## src/rtl/srdl_counter_field.sv

```systemverilog
// SystemRDL counter field: software/hardware write path, combined incr/decr
// datapath with optional saturation, thresholds, sticky status and interrupt.
module srdl_counter_field #(
  parameter int unsigned      WIDTH      = 8,
  parameter logic [WIDTH-1:0] RESET      = '0,
  parameter int unsigned      INCR_WIDTH = 1,
  parameter int unsigned      DECR_WIDTH = 1,
  parameter bit               SAT_EN     = 1'b0,
  parameter logic [WIDTH-1:0] INCR_SAT   = '1,
  parameter logic [WIDTH-1:0] DECR_SAT   = '0,
  parameter logic [WIDTH-1:0] INCR_THR   = '1,
  parameter logic [WIDTH-1:0] DECR_THR   = '0,
  parameter string            SW_WRITE   = "plain",
  parameter bit               RCLR       = 1'b0
) (
  input  logic                  clk,
  input  logic                  rst_l,
  input  logic                  sw_rd,
  input  logic                  sw_wr,
  input  logic [WIDTH-1:0]      sw_wdata,
  output logic [WIDTH-1:0]      sw_rdata,
  input  logic                  hw_we,
  input  logic [WIDTH-1:0]      hw_wdata,
  input  logic                  hwclr,
  input  logic                  incr,
  input  logic [INCR_WIDTH-1:0] incrvalue,
  input  logic                  decr,
  input  logic [DECR_WIDTH-1:0] decrvalue,
  input  logic                  sts_clr,
  output logic [WIDTH-1:0]      q,
  output logic                  overflow,
  output logic                  underflow,
  output logic                  incr_thr,
  output logic                  decr_thr,
  output logic                  ovf_sticky,
  output logic                  unf_sticky,
  output logic                  thr_sticky,
  output logic                  swmod,
  output logic                  intr
);

  // Two extra bits: one for carry out of WIDTH, one as sign for borrow.
  localparam int unsigned SW = WIDTH + 2;

  localparam bit WR_PLAIN = (SW_WRITE == "plain");
  localparam bit WR_SET   = (SW_WRITE == "woset");
  localparam bit WR_CLR   = (SW_WRITE == "woclr");
  localparam bit WR_ANY   = WR_PLAIN || WR_SET || WR_CLR;

  logic [WIDTH-1:0] q_q, q_d;
  logic             ovf_q, ovf_d;
  logic             unf_q, unf_d;
  logic             ovs_q, ovs_d;
  logic             uns_q, uns_d;
  logic             ths_q, ths_d;
  logic             thr_prev_q;
  logic             swmod_q, swmod_d;

  logic [WIDTH-1:0] n_sw;
  logic [WIDTH-1:0] n_hw;
  logic [SW-1:0]    add_amt;
  logic [SW-1:0]    sub_amt;
  logic [SW-1:0]    sum;
  logic             thr_rise;

  // Next-value pipeline: read-clear, sw write, hw write, counter, hwclr.
  always_comb begin
    n_sw    = q_q;
    n_hw    = q_q;
    add_amt = '0;
    sub_amt = '0;
    sum     = '0;
    q_d     = q_q;
    ovf_d   = 1'b0;
    unf_d   = 1'b0;
    swmod_d = 1'b0;

    if (RCLR && sw_rd) n_sw = '0;
    if (sw_wr) begin
      if (WR_PLAIN)    n_sw = sw_wdata;
      else if (WR_SET) n_sw = n_sw | sw_wdata;
      else if (WR_CLR) n_sw = n_sw & ~sw_wdata;
    end
    swmod_d = sw_wr && WR_ANY && (n_sw != q_q);

    n_hw = hw_we ? hw_wdata : n_sw;

    if (incr) add_amt = SW'(incrvalue);
    if (decr) sub_amt = SW'(decrvalue);
    sum   = SW'(n_hw) + add_amt - sub_amt;
    unf_d = sum[SW-1];
    ovf_d = !sum[SW-1] && sum[WIDTH];

    if (SAT_EN) begin
      if ($signed(sum) > $signed(SW'(INCR_SAT)))      q_d = INCR_SAT;
      else if ($signed(sum) < $signed(SW'(DECR_SAT))) q_d = DECR_SAT;
      else                                            q_d = sum[WIDTH-1:0];
    end else begin
      q_d = sum[WIDTH-1:0];
    end

    if (hwclr) begin
      q_d   = '0;
      ovf_d = 1'b0;
      unf_d = 1'b0;
    end
  end

  assign incr_thr = (q_q >= INCR_THR);
  assign decr_thr = (q_q <= DECR_THR);
  assign thr_rise = incr_thr && !thr_prev_q;

  // Stickies: a set in the same cycle beats sts_clr.
  assign ovs_d = ovf_d    || (ovs_q && !sts_clr);
  assign uns_d = unf_d    || (uns_q && !sts_clr);
  assign ths_d = thr_rise || (ths_q && !sts_clr);

  always_ff @(posedge clk or negedge rst_l) begin
    if (!rst_l) begin
      q_q        <= RESET;
      ovf_q      <= 1'b0;
      unf_q      <= 1'b0;
      ovs_q      <= 1'b0;
      uns_q      <= 1'b0;
      ths_q      <= 1'b0;
      thr_prev_q <= 1'b0;
      swmod_q    <= 1'b0;
    end else begin
      q_q        <= q_d;
      ovf_q      <= ovf_d;
      unf_q      <= unf_d;
      ovs_q      <= ovs_d;
      uns_q      <= uns_d;
      ths_q      <= ths_d;
      thr_prev_q <= incr_thr;
      swmod_q    <= swmod_d;
    end
  end

  assign q          = q_q;
  assign sw_rdata   = q_q;
  assign overflow   = ovf_q;
  assign underflow  = unf_q;
  assign ovf_sticky = ovs_q;
  assign unf_sticky = uns_q;
  assign thr_sticky = ths_q;
  assign swmod      = swmod_q;
  assign intr       = ovs_q || uns_q || ths_q;

endmodule

```

## config.mk

```make
export PLATFORM = sky130hd
export DESIGN_NAME = srdl_counter_field
export DESIGN_NICKNAME = d
export VERILOG_FILES = /design/src/rtl/srdl_counter_field.sv
export SDC_FILE = /design/constraint.sdc
export NUM_CORES = 1
export LEC_CHECK = 0
export CORE_ASPECT_RATIO = 0.7
export CORE_MARGIN = 1.5
export CORE_UTILIZATION = 43
export DETAILED_ROUTE_END_ITERATION = 7
export GPL_TIMING_DRIVEN = 0
export PLACE_DENSITY = 0.86
export SYNTH_ARGS = -nofsm -noshare
export SYNTH_HDL_FRONTEND = slang
export SYNTH_SLANG_ARGS = --single-unit
```

## constraint.sdc

```tcl
create_clock -name clk -period 2.4 [get_ports clk]
set_input_delay 0.48 -clock clk [delete_from_list [all_inputs] [get_ports clk]]
set_output_delay 0.48 -clock clk [all_outputs]
set_load 0.01 [all_outputs]
```

==> impl_results.md <==
* Status: finished, final reports clean
* Leakage at approximately 0.95 nW
* Cell Pwr Density at roughly 660 nW/um2
* Slew headroom at a little under three fifths
* Post-layout net count at between 200 and 250
* Critical Path Fanout Max at 2
* Gate Count Post-Synth at around 140
* Post-Route WL at between 3000 and 4000 um
* CP peak stage delay at between 0.3 and 0.4 ns
* CTS tree: done
* Worst-case clock buffer depth at 2
* Share of layout cells above drive strength 1 at 22.7%
* Die span in y at slightly below 50 um
* Full die area at around 3300 um2
* Critical path class: input pin to register
* Final Skew at 0.00333 ns
* Synth Warn # at 0
* Placer's final routability congestion estimate at 0.863
* Die W at slightly below 70 um
* CTS Hold Buffers Added at 0
* Final setup viols at 0
* Dpl cells at 223
* Max Cap Viol at 0
* Rows at 16
* Multi-input logic area at approximately 860 um2
* Initial core utilization at between 40% and 50%
* Library cells used by synthesis at 37
* Total track usage at between 20% and 30%
* CTS H-tree depth at 1
* Initial antenna violation count at 0
* 1st-pass router iterations at 4
* CP Data Arrival Time at roughly 2.5 ns
* Avg Inst Size Synth at 9.06 um2
* Worst Hold Class: register to register
* Highest Clock Rate at 419 MHz
* DR iter-0 viols at 66
* DRC Markers at 0
* Sink Count at 15
* Via count at ~1200
* Fin cells at about 230
* Final instance area at 1990 um2
* Worst-path clk slew at about 0.06 ns
* Minimum clock period at about 2.4 ns
* IO Count at 52
* Cells along the critical path: clkdlybuf4s15_1 > and2_1 > ha_1 > inv_1 > ha_2 > fa_2 > a211oi_4 > o21bai_2 > o22ai_2 > xor2_1 > o32ai_1
* Area delta synth->final at 58.3%
* Cell Area, Placed at between 1500 and 2000 um2
* TritonCTS buffer count at 3
* IO buf count at 48
* Routed WL per cell at ~15 um
* Post-Syn Nets at about 180
* Vias/cell at ~5.3
* Crit start category: input pin
* CP max stage cell: fa_2
* Skew-Pair Late Insertion Delay at between 0.2 and 0.3 ns
* Grt ovf at 0
* Register Area at between 300 and 400 um2
* N_diodes at 0
* Pin count of the biggest net entering global routing at 16
* Tcrit/Tclk final at between 90% and 100%
* Yosys top cell by area: dfrtp_1
* Cell Area, Synth at between 1000 and 1500 um2
* Final Hold Viols at 0
* Synth top area share at about 30%
* Detail Route Antenna Nets at 0
* Placed wire-length estimate at between 2000 and 2500 um
* Synth area leaders: dfrtp_1, ha_1, xor2_1
* Setup TNS at 0 ns
* Fill count at 194
* Cell chosen for the clock root: clkbuf_8
* Req. time, crit path at 2.52 ns
* Worst-Margin Slew at 0.660 ns
* Synth Register Bits at 15
* Critical Path Sink Type: register
* Worst hold slack at between 0.4 and 0.5 ns
* First-pass GRT wire length at 4990 um
* Max Slew Vio Count at 0
* Worst ir drop on vdd at approximately 0.29 mV
* Vias in the first global route at about 1100
* Placeable Area at between 2000 and 3000 um2
* Sequential area share after synthesis at 29.8%
* Core Util, Final at approximately 70%
==> routing by layer <==
| layer | GRT usage [%] | routed length (um) |
|---|---|---|
| met2 | 36.7 | 1660 |
| met4 | 7.35 | 30 |
| met3 | 2.54 | 202 |
| met1 | 26.9 | 1550 |
| met5 | 0 | 0 |
==> path summary, 6_finish.rpt <==
path                            start    endpoint  slack (ns)  cells past startpoint
setup reg to reg                 q[5]  ovf_sticky        0.08                      9
hold / removal             thr_prev_q  thr_sticky        0.45                      1
min in group asynchronous       rst_l  thr_prev_q        0.63                      1
max in group asynchronous       rst_l        q[1]        1.30                      1
setup / recovery                 decr  ovf_sticky        0.01                     11
hold reg to reg            thr_prev_q  thr_sticky        0.45                      1
==> state kept, by name (all words and copies together) (netlist names) <==
signal / flops
q: 8
unf_sticky: 1
thr_sticky: 1
underflow: 1
overflow: 1
ovf_sticky: 1
swmod: 1
thr_prev_q: 1
==> synth_stat cells, drive strengths merged <==
cell    number
dfrtp       15
inv         12
nand2       12
ha          11
xor2        11
buf          9
nor2         9
mux2i        8
a21oi        7
o21a         6
a21o         4
o21ai        4
clkbuf       3
nand4        3
a211oi       2
nor2b        2
nor3         2
nor4         2
o22ai        2
o32ai        2
or4          2
xnor2        2
a21boi       1
a41o         1
a41oi        1
and2         1
fa           1
nand3        1
o21bai       1
or2          1
or3          1
==> what timing repair did <==
action | 4_1_cts | 5_1_grt
setup endpoints to repair | 4 | 5
pin swaps | 12 | 9
buffers inserted | 4 | 3
resized for setup | 21 | 13
==> critical path, delay by kind of cell <==
| family | cells | cell delay [ns] |
|---|---|---|
| fa+ha+maj | 3 | 0.83 |
| compound gates | 4 | 0.65 |
| xor+xnor | 1 | 0.24 |
| buf+inv | 2 | 0.19 |
| simple gates | 1 | 0.13 |
==> power by group <==
part,total [W],internal (W),switching (W)
sequential,0.000362,0.000300,0.0000628
combinational,0.000760,0.000428,0.000333
clock,0.000204,0.000115,0.0000887
total,0.00133,0.000842,0.000484
==> placed cells by master (no fill, tap or decap), types with 3 or more instances in the layout <==
cell and count:
a21oi_1 4, a21oi_2 3, buf_4 15, clkbuf_8 3
clkdlybuf4s50_1 36, dfrtp_1 13, dlygate4sd2_1 5, dlymetal6s2s_1 5
ha_1 5, ha_4 5, inv_1 12, mux2i_1 6
nand2_1 12, nand4_1 3, nor2_1 9, o21a_1 5
o21ai_1 3, xor2_1 11
==> stage by stage <==
| step | total power (W) | setup slack, ns |
|---|---|---|
| final | 0.00133 | 0.0105 |
| after global routing | 0.00141 | -0.0358 |
| after CTS | 0.00127 | 0.0102 |
| after detailed placement | 0.00101 | -0.527 |
| after global placement | 0.000991 | -0.491 |
| after floorplan | 0.000727 | 0.0188 |
==> cells by family after synthesis <==
| family | synth area share (%) |
|---|---|
| AO/OA/AOI/OAI | 18.6 |
| XOR/XNOR | 9.04 |
| flip-flops | 29.8 |
| adder cells (fa/ha/maj) | 12.5 |
| multiplexers | 6.36 |
| buffers and inverters | 10.1 |
| AND/OR/NAND/NOR | 13.6 |
==> cell type report <==
class	count	share of cell area, %
buffer	12	4.39
clock buffer	3	2.07
clock inverter	1	0.251
inverter	12	2.26
multi-input combinational	100	43.0
sequential	15	18.9
tap	36	2.26
timing repair buffer	55	26.8
(Power assumes the default switching activity.)
